--- src/rtl/sata_fis_crc_inserter.sv ---
// SATA FIS CRC inserter: passes FIS dwords through with zero latency and appends
// a CRC-32 dword, flagged with o_eop, after the last dword of each frame.
module sata_fis_crc_inserter #(
    parameter logic [31:0] CRC_INIT = 32'h52325032
) (
    input  logic        clk,
    input  logic        reset,
    input  logic [31:0] i_dat,
    input  logic        i_val,
    input  logic        i_eop,
    output logic        i_rdy,
    output logic [31:0] o_dat,
    output logic        o_val,
    output logic        o_eop,
    input  logic        o_rdy
);

    localparam logic [31:0] CRC_POLY = 32'h04C11DB7;

    typedef enum logic {
        ST_DATA,
        ST_CRC
    } state_e;

    state_e      state_q, state_d;
    logic [31:0] crc_q, crc_d;
    logic        in_xfer;

    // One dword folded into the CRC, bit 31 first, no reflection.
    function automatic logic [31:0] crc_next(input logic [31:0] crc, input logic [31:0] dat);
        logic [31:0] c;
        logic        fb;
        c = crc;
        for (int i = 31; i >= 0; i--) begin
            fb = c[31] ^ dat[i];
            c  = {c[30:0], 1'b0};
            if (fb) c = c ^ CRC_POLY;
        end
        return c;
    endfunction

    always_comb begin
        // NOTE: every output and next-state signal gets a default first so no latch is inferred.
        state_d = state_q;
        crc_d   = crc_q;
        o_dat   = i_dat;
        o_val   = i_val;
        o_eop   = 1'b0;
        i_rdy   = o_rdy;
        in_xfer = 1'b0;
        case (state_q)
            ST_DATA: begin
                in_xfer = i_val & o_rdy;
                if (in_xfer) begin
                    crc_d = crc_next(crc_q, i_dat);
                    if (i_eop) state_d = ST_CRC;
                end
            end
            ST_CRC: begin
                o_dat = crc_q;
                o_val = 1'b1;
                o_eop = 1'b1;
                i_rdy = 1'b0;
                if (o_rdy) begin
                    state_d = ST_DATA;
                    crc_d   = CRC_INIT;
                end
            end
        endcase
    end

    // NOTE: state registers use non-blocking assignments so all of them update together.
    always_ff @(posedge clk or posedge reset) begin
        if (reset) begin
            state_q <= ST_DATA;
            crc_q   <= CRC_INIT;
        end else begin
            state_q <= state_d;
            crc_q   <= crc_d;
        end
    end

endmodule
--- config.mk ---
export PLATFORM = sky130hd
export DESIGN_NAME = sata_fis_crc_inserter
export DESIGN_NICKNAME = d
export VERILOG_FILES = /design/src/rtl/sata_fis_crc_inserter.sv
export SDC_FILE = /design/constraint.sdc
export NUM_CORES = 1
export LEC_CHECK = 0
export ABC_AREA = 1
export BUFFER_PORTS_ARGS = -buffer_cell sky130_fd_sc_hd__buf_2
export CAP_MARGIN = 30
export CORE_MARGIN = 2
export CORE_UTILIZATION = 40
export DETAILED_ROUTE_END_ITERATION = 6
export GPL_TIMING_DRIVEN = 0
export SLEW_MARGIN = 5
export SYNTH_ARGS = -nofsm -noshare
export SYNTH_HDL_FRONTEND = slang
export SYNTH_SLANG_ARGS = --single-unit
--- constraint.sdc ---
create_clock -name clk -period 8.22 [get_ports clk]
set_clock_uncertainty 0.05 [all_clocks]
set_input_delay 0 -clock clk [delete_from_list [all_inputs] [get_ports clk]]
set_output_delay 0 -clock clk [all_outputs]
set_load 0.005 [all_outputs]
==> reports/metrics.cfg <==
[outcome]
status=finished clean

[clocking]
ctsHtreeMaxLevel=2
clock_sinks=33
cts_setup_buffers=0
cts_resized=0
cts_buffer_depth=2
clkTransAtPathRegs_ns=0.06
cts_made_buffers=5
cts_tree=yes
clock_latency_ns=0.28
cts_root_buf=clkbuf_16
ctsHoldBuffers=3

[die]
die_h_um=136
fp.dieW_um=136
io_pins=72
rows=48
core_area_um2=17100
die-area_um2=18400
start_util=0.405

[sta]
fin_crit_ns=3.71
max_freq_mhz=269
worst_pin_slew_ns=0.751
relSlewSlack=0.498
hold_viol=0
setup_viol=0
finalSetupTns_ns=0
fin_crit_sh=0.452
drv_slew=0
rsz0062_at_grt=false
worst_slack_ns=4.51

[logic_synthesis]
netlist-cell-type-count=38
synth-edff-count=0
synth-async-reset-ratio=1.00
synth-main-ff-cell=dfrtp_1
syn_avg_cell_area_um2=5.69
syn-num-nets=1255
netlist_area_um2=6930
yosysWarnings=0
ys_seq_area_frac=0.121
synthCells=1218
ys_seq_elements=33

[grt]
grt_first_pass_wirelength_mm=39.3
grt_usage=0.287
grt_overflow=0
antenna_found_initial=0
grt_pass1_vias=6997
grt_max_degree=34

[setup_path]
crit_type=register to register
required_ns=8.38
critPathCaptureType=register
startpoint_type=register
crit_path_max_fanout=9
cp.arrival_ns=3.87
rrSetupSlack_ns=4.51

[drt]
wl_per_cell_um=17.1
vias_per_cell=5.08
drt_pre_antenna_iters=5
routed_wl_mm=26.1
ant_nets=0
drt_iter0_markers=573
drc=0
vias=7751

[cells_and_area]
nFillCells=1896
n_antenna_cell=0
nets=1336
synthToLayoutAreaGrowth_pct=11.8
drive_gt1_frac=0.215

[place]
io_buffer_count=71
dpl_worst_slack_ns=4.66
dp_hpwl_mm=21.6
gp_congestion=0.967

[job]
maxCapViolCount=0

[hold_path]
hold_class=primary input to output port

==> layout by cell type (no fill, tap or decap), drive strengths merged <==
master,n
o22ai,7
xnor2,38
buf,74
nand4,2
a22oi,1
nand2b,1
o21ai,46
inv,152
a21boi,1
nand2,656
dlygate4sd3,3
nand3,155
clkbuf,15
dfstp,11
or2,7
nor2,21
xor2,73
a22o,1
a21oi,5
nand3b,5
o211ai,1
clkinv,3
dfrtp,22
==> cells in the mapped netlist (2+ instances only) <==
library cell,instances,area (um2)
inv_4,2,12.5
xor2_2,4,65.1
or2_2,5,31.3
o21ai_0,36,180
nor2_1,18,67.6
a21oi_1,5,25.0
nand3_4,3,52.6
nand2_1,529,1990
inv_1,127,477
clkbuf_1,9,33.8
inv_2,23,86.3
dfrtp_1,22,551
nand3b_1,5,37.5
or2_1,2,12.5
o21ai_1,10,50.1
nand2_2,88,551
buf_2,2,10.0
nand4_1,2,12.5
nand2_8,2,40.0
nand3_2,16,160
nand2_4,37,417
xnor2_1,37,324
o22ai_1,7,43.8
dfstp_2,11,289
nand3_1,136,681
xor2_1,68,596
==> per-stage QoR <==
step,util,cells,area (um2),hold slack [ns]
finish,0.453,1525,7750,0.234
global route,0.453,1525,7750,0.255
CTS,0.453,1525,7750,0.232
detailed placement,0.442,1514,7570,0.128
global placement,0.442,1514,7570,0.189
floorplan,-,1218,6930,0.0243
==> kinds of logic after synthesis <==
family	after synthesis	share of synthesized area
compound gates	62	0.0477
xor+xnor	111	0.148
buf+inv	165	0.0923
simple gates	847	0.590
flops	33	0.121
==> worst max-delay path, cell delays in order (launching register included) <==
cell and delay [ns]:
dfstp_2 0.62, inv_1 0.08, nand2_1 0.10, nand2_4 0.14
nand2_4 0.13, inv_2 0.06, nor2_8 0.16, nand2_1 0.09
nand2_2 0.11, inv_1 0.06, nand2_1 0.08, nand2_1 0.10
nand2_1 0.07, nand2_1 0.06, xnor2_1 0.48, inv_1 0.12
nand2_1 0.08, nand2_1 0.07, nand2_1 0.07, nand2_2 0.12
nand2_1 0.10, nand2_2 0.10, o21ai_1 0.12, nand2_1 0.07
nand2_1 0.06, nand3_1 0.18, o21ai_1 0.13
==> area by class of cell <==
cell class / instances / area, um2 / share of cell area
Buffer: 12 / 55.1 / 0.00710
Clock buffer: 6 / 139 / 0.0179
Clock inverter: 2 / 13.8 / 0.00178
Inverter: 153 / 584 / 0.0754
Multi-Input combinational cell: 1020 / 5450 / 0.703
Sequential cell: 33 / 840 / 0.108
Tap cell: 225 / 282 / 0.0363
Timing Repair Buffer: 74 / 385 / 0.0497
==> worst paths after layout <==
path	startpoint	to	cells after the start
worst max-delay path	crc_q[30]	crc_q[26]	26
worst min-delay path	i_val	o_val	3
worst max register to register	crc_q[30]	crc_q[26]	26
worst min register to register	crc_q[4]	crc_q[4]	2
max in group asynchronous	reset	crc_q[19]	3
min in group asynchronous	reset	crc_q[26]	3
==> flip-flops by register name, indices dropped and copies added, names as in the netlist <==
signal   cells
state_q      1
crc_q       32
==> routing by layer <==
| layer | vias to the layer above | routed length, um | GRT usage |
|---|---|---|---|
| li1 | 3921 | - | - |
| met1 | 3523 | 11500 | 0.395 |
| met2 | 264 | 11300 | 0.449 |
| met3 | 43 | 2210 | 0.0546 |
| met4 | 0 | 945 | 0.0949 |
| met5 | - | 0 | 0 |
Power is not shown: default switching activity piles up to over one toggle a cycle in this logic, so the estimate is an artifact.
